`src/rtl/bcd_display_scan_3_pkg.sv`:
```
// Shared types and constants for the 3-digit BCD display scanner.
// Segment patterns are {g,f,e,d,c,b,a}, active low.
package bcd_display_scan_3_pkg;

  typedef enum logic [1:0] {
    S_D0 = 2'd0,
    S_D1 = 2'd1,
    S_D2 = 2'd2
  } state_t;

  localparam logic [6:0] SEG_0    = 7'b1000000;
  localparam logic [6:0] SEG_1    = 7'b1111001;
  localparam logic [6:0] SEG_2    = 7'b0100100;
  localparam logic [6:0] SEG_3    = 7'b0110000;
  localparam logic [6:0] SEG_4    = 7'b0011001;
  localparam logic [6:0] SEG_5    = 7'b0010010;
  localparam logic [6:0] SEG_6    = 7'b0000010;
  localparam logic [6:0] SEG_7    = 7'b1111000;
  localparam logic [6:0] SEG_8    = 7'b0000000;
  localparam logic [6:0] SEG_9    = 7'b0010000;
  localparam logic [6:0] SEG_DASH = 7'b0111111;
  localparam logic [6:0] SEG_OFF  = 7'b1111111;

  localparam logic [2:0] AN_OFF = 3'b111;

  function automatic state_t next_slot(input state_t s);
    unique case (s)
      S_D0:    next_slot = S_D1;
      S_D1:    next_slot = S_D2;
      default: next_slot = S_D0;
    endcase
  endfunction

endpackage

```
`src/rtl/bcd_display_scan_3_bcd_to_seg7.sv`:
```
// BCD digit to active-low 7-segment pattern.
// Codes 10..15 render as a dash.
module bcd_to_seg7
  import bcd_display_scan_3_pkg::*;
(
  input  logic [3:0] bcd,
  output logic [6:0] seg
);

  always_comb begin
    unique case (bcd)
      4'd0:    seg = SEG_0;
      4'd1:    seg = SEG_1;
      4'd2:    seg = SEG_2;
      4'd3:    seg = SEG_3;
      4'd4:    seg = SEG_4;
      4'd5:    seg = SEG_5;
      4'd6:    seg = SEG_6;
      4'd7:    seg = SEG_7;
      4'd8:    seg = SEG_8;
      4'd9:    seg = SEG_9;
      default: seg = SEG_DASH;
    endcase
  end

endmodule

```
`src/rtl/bcd_display_scan_3.sv`:
```
// Multiplexed 3-digit common-anode display scanner with
// inter-slot blanking, leading-zero blanking and blink.
module bcd_display_scan_3
  import bcd_display_scan_3_pkg::*;
#(
  parameter int SCAN_DIV     = 50000,
  parameter int BLANK        = 500,
  parameter int BLINK_FRAMES = 128,
  parameter bit LZB          = 1'b1
) (
  input  logic       clk,
  input  logic       areset_n,
  input  logic       enable,
  input  logic [3:0] d0,
  input  logic [3:0] d1,
  input  logic [3:0] d2,
  input  logic       maxed,
  output logic [6:0] seg,
  output logic [2:0] an
);

  localparam int CW = (SCAN_DIV > 1) ? $clog2(SCAN_DIV) : 1;
  localparam int FW =
    (BLINK_FRAMES > 1) ? $clog2(BLINK_FRAMES) : 1;

  localparam logic [CW-1:0] CLAST  = CW'(SCAN_DIV - 1);
  localparam logic [CW-1:0] CBLANK = CW'(BLANK);
  localparam logic [FW-1:0] FLAST  = FW'(BLINK_FRAMES - 1);

  state_t        state, st_n;
  logic [CW-1:0] cnt, cnt_n;
  logic [FW-1:0] fcnt, fc_n;
  logic          phase, ph_n;
  logic [3:0]    s0, s1, s2;
  logic [3:0]    s0_n, s1_n, s2_n;
  logic [2:0]    an_n;
  logic [6:0]    seg_n;
  logic [6:0]    seg_dec;
  logic [3:0]    dig;
  logic          wrap;
  logic          lit;
  logic          blank1, blank2;

  always_comb begin
    st_n  = state;
    cnt_n = cnt;
    fc_n  = fcnt;
    ph_n  = phase;
    s0_n  = s0;
    s1_n  = s1;
    s2_n  = s2;
    wrap  = (cnt == CLAST);
    if (enable) begin
      cnt_n = wrap ? '0 : cnt + CW'(1);
      if (wrap)
        st_n = next_slot(state);
      if (state == S_D0 && cnt == '0) begin
        s0_n = d0;
        s1_n = d1;
        s2_n = d2;
      end
      // Blink timing only runs while maxed; otherwise stay lit.
      if (!maxed) begin
        fc_n = '0;
        ph_n = 1'b1;
      end else if (wrap && state == S_D2) begin
        if (fcnt == FLAST) begin
          fc_n = '0;
          ph_n = ~phase;
        end else begin
          fc_n = fcnt + FW'(1);
        end
      end
    end
  end

  always_comb begin
    blank2 = LZB && (s2_n == 4'd0);
    blank1 = blank2 && (s1_n == 4'd0);
    lit    = enable && ph_n && (cnt_n >= CBLANK);
    an_n   = AN_OFF;
    dig    = s0_n;
    unique case (st_n)
      S_D1: begin
        dig = s1_n;
        if (lit && !blank1)
          an_n = 3'b101;
      end
      S_D2: begin
        dig = s2_n;
        if (lit && !blank2)
          an_n = 3'b011;
      end
      default: begin
        dig = s0_n;
        if (lit)
          an_n = 3'b110;
      end
    endcase
  end

  bcd_to_seg7 u_dec (
    .bcd (dig),
    .seg (seg_dec)
  );

  assign seg_n = (an_n == AN_OFF) ? SEG_OFF : seg_dec;

  always_ff @(posedge clk or negedge areset_n) begin
    if (!areset_n) begin
      state <= S_D0;
      cnt   <= '0;
      fcnt  <= '0;
      phase <= 1'b1;
      s0    <= 4'd0;
      s1    <= 4'd0;
      s2    <= 4'd0;
      an    <= AN_OFF;
      seg   <= SEG_OFF;
    end else begin
      state <= st_n;
      cnt   <= cnt_n;
      fcnt  <= fc_n;
      phase <= ph_n;
      s0    <= s0_n;
      s1    <= s1_n;
      s2    <= s2_n;
      an    <= an_n;
      seg   <= seg_n;
    end
  end

endmodule

```
`config.mk`:
```
export PLATFORM = sky130hd
export DESIGN_NAME = bcd_display_scan_3
export DESIGN_NICKNAME = d
export VERILOG_FILES = /design/src/rtl/bcd_display_scan_3_pkg.sv /design/src/rtl/bcd_display_scan_3_bcd_to_seg7.sv /design/src/rtl/bcd_display_scan_3.sv
export SDC_FILE = /design/constraint.sdc
export NUM_CORES = 1
export LEC_CHECK = 0
export CAP_MARGIN = 20
export CORE_MARGIN = 2
export CORE_UTILIZATION = 56
export DETAILED_ROUTE_END_ITERATION = 7
export GPL_TIMING_DRIVEN = 0
export HOLD_SLACK_MARGIN = 0.12
export PLACE_DENSITY = 0.78
export SYNTH_ARGS = -nofsm -noshare
export SYNTH_HDL_FRONTEND = slang
export SYNTH_HIERARCHICAL = 1
export SYNTH_SLANG_ARGS = --single-unit
```
`constraint.sdc`:
```
create_clock -name clk -period 8.1 [get_ports clk]
set_input_delay 1.62 -clock clk [delete_from_list [all_inputs] [get_ports clk]]
set_output_delay 1.62 -clock clk [all_outputs]
set_load 0.005 [all_outputs]
```
==> summary.md <==
| Metric | Value |
|---|---|
| Status | finished clean |
| Initial antenna violation count | 0 |
| Sequential fraction of the synthesis area | 0.4213 |
| Pleak | 1.478 nW |
| Clock tree from TritonCTS | yes |
| Post-detailed-route count of antenna-violating nets | 0 |
| Router iterations before antenna repair | 4 |
| Layout overhead on the synthesized area | 16.27% |
| CP arrival | 6160 ps |
| CTS Sinks | 48 |
| Layout cells sized above 1 | 0.1391 |
| Syn avg cell area | 9.273 sq um |
| Total routed wirelength | 5796 um |
| RSZ-0062 raised after global routing | false |
| Vias | 2326 |
| Post-DP HPWL | 4338 um |
| Fill cells | 398 |
| Starting Density | 0.5720 |
| Main synth FF type | dfrtp_1 |
| Ys async rst share | 1.000 |
| CTS hold repair buffers | 0 |
| Synth area leaders | dfrtp_1, dfstp_2, nand2_1 |
| Worst Path Max Fanout | 8 |
| Die area | 0.005740 sq mm |
| Leading cell type in the layout, fill and taps excluded | nand2_1 |
| Number of port buffers | 24 |
| Ant diodes | 0 |
| Vias in the first global route | 2115 |
| Die height | 75.77 um |
| Max incr delay on CP | 770 ps |
| CTS Buf Count | 5 |
| R2r startpoint | cnt[7] |
| Top cell type's share of synthesized area | 0.3210 |
| Post-CTS sizing | 0 |
| Core Area | 0.005042 sq mm |
| WP data required | 8330 ps |
| RePlAce Congestion | 0.8844 |
| Worst Max-Slew Pin Slew | 946.1 ps |
| Max Cap Viol | 0 |
| Critical path class | in2reg |
| DRC viols | 0 |
| Worst Setup End Kind | flip-flop |
| #FFs+latches synth | 48 |
| Unique masters post-synth | 66 |
| # Post-CTS Setup Buffers | 0 |
| CTS max path bufs | 2 |
| Max Freq | 0.1687 GHz |
| GRT Util Overall | 0.2182 |
| Nets | 370 |
| Post-Synthesis Cells | 311 |
| Total Power | 0.6406 mW |
| Min Tclk post-route | 5926 ps |
| Final Hold Fails | 0 |
| CTS H-tree depth | 2 |
| Final Max Slew Viols | 0 |
| Critical path's slowest cell | o21ai_0 |
| Post-route setup TNS | 0 ps |
| Cell Rows | 26 |
| Rel. slew slack | 0.3626 |
| Routed vias/inst | 5.605 |
| First-pass GRT wire length | 9611 um |
| Skew final | 8.304 ps |
| Most frequent cells in the layout | nand2_1, dfrtp_1, clkdlybuf4s50_1 |
| Hold crit path type | reg2reg |
| Period Utilization, post-route | 0.7317 |
| Reg2Reg Depth | 14 |
| Cell area after synthesis | 0.002884 sq mm |
| Initial DRC count | 134 |
| Number of synthesized flops with an enable pin | 0 |
| Syn Nets | 337 |
| Yosys top cell by area | dfrtp_1 |
| Element type at the critical path start | primary input |
| Die span in x | 75.77 um |
| Cell Chain, Critical Path | clkdlybuf4s50_1, or4b_4, nor4_1, nand2_1, o21a_1, inv_1, ha_1, clkbuf_1, a22oi_1, o21ai_0, inv_1, ha_1, and2b_4, o31ai_1, o21bai_1 |
| GRT Residual Overflow | 0 |
| Min Hold Slack | 501.0 ps |
| Post-DR wirelength/cell | 13.97 um |
| Root Buffer | clkbuf_8 |
| Largest net degree at the start of global routing | 27 |
| Final setup viols | 0 |
| Clk slew on worst S/H paths | 90 ps |
| Start point of the critical path | enable |
| VDD IR max | 91.42 uV |
| Internal reg-to-reg setup slack | 3470 ps |
| P per Cell Area | 191.0 mW/mm^2 |
| Warnings, synthesis | 6 |
| Critical path destination | seg[5] |
| IO Pins | 26 |
| Reg2reg end | seg[5] |
| Skew-Pair Late Insertion Delay | 300 ps |
worst min path at each step:
stage | start | to | slack (ps) | depth (start not counted)
floorplan | s1[2] | s1[2] | 460 | 2
global placement | s0[3] | s0[3] | 480 | 1
detailed placement | s0[3] | s0[3] | 480 | 1
CTS | s0[3] | s0[3] | 510 | 1
global route | fcnt[0] | fcnt[0] | 510 | 1
finish | s0[3] | s0[3] | 500 | 1
metal layers:
layer | part of all wire | global-route usage
met5 | 0 | 0
met4 | 0.015 | 0.07212
met3 | 0.031 | 0.04101
met2 | 0.46 | 0.3381
met1 | 0.50 | 0.3079
registers in the layout (all words and copies together) (netlist names):
signal  count
s0          4
phase       1
seg         7
an          3
s1          4
state       2
s2          4
cnt        16
fcnt        7
cells by family after synthesis:
kind of cell	after synthesis	synth area share
buffers and inverters	33	0.05380
adders and majority gates	10	0.04338
AOI/OAI and AO/OA	59	0.1493
DFF	48	0.4213
muxes	7	0.02603
and+or+nand+nor	139	0.2607
xor gates and xnor gates	15	0.04555
cell type report:
class / instances / area [sq um] / share of cell area
Multi-Input combinational cell: 230 / 1514 / 0.4515
Timing Repair Buffer: 26 / 260.3 / 0.07761
Inverter: 15 / 56.30 / 0.01679
Buffer: 18 / 98.84 / 0.02948
Tap cell: 70 / 87.58 / 0.02612
Clock buffer: 6 / 82.58 / 0.02463
Clock inverter: 2 / 38.79 / 0.01157
Sequential cell: 48 / 1215 / 0.3623
metrics by stage:
step / setup WS [ps] / instances / area (sq um) / util
6_report: 2174 / 415 / 3353 / 0.6650
5_1_grt: 1931 / 415 / 3353 / 0.6650
4_1_cts: 2226 / 415 / 3353 / 0.6650
3_5_place_dp: 1930 / 407 / 3232 / 0.6409
3_3_place_gp: 1576 / 405 / 3212 / 0.6370
2_1_floorplan: 3047 / 311 / 2884 / -
cell usage after synthesis (all sizes together), types with 4 or more instances:
cell type	n
nor2	10
o21ai	13
ha	10
nand3	16
nor4	10
dfrtp	37
nor3	6
o21bai	7
a22oi	6
mux2	4
xor2	7
inv	15
or4	6
dfstp	11
a21oi	11
clkbuf	10
nand4	6
and3	6
or3	4
nand2	51
xnor2	8
buf	8
nand2b	4
power by group:
part | total (mW) | internal, mW | leakage, nW | switching, mW
registers | 0.290 | 0.270 | 0.613 | 0.0205
clock network | 0.181 | 0.101 | 0.0614 | 0.0796
logic | 0.170 | 0.0722 | 0.804 | 0.0975
total | 0.641 | 0.443 | 1.48 | 0.198
worst max-delay path, delay by kind of cell:
| family | cells | cell delay (ps) |
|---|---|---|
| AO/OA/AOI/OAI | 5 | 1580 |
| adder cells (fa/ha/maj) | 2 | 400 |
| buffers and inverters | 4 | 1110 |
| AND/OR/NAND/NOR | 4 | 1430 |
Note: power is estimated with default switching activity, not from simulation.
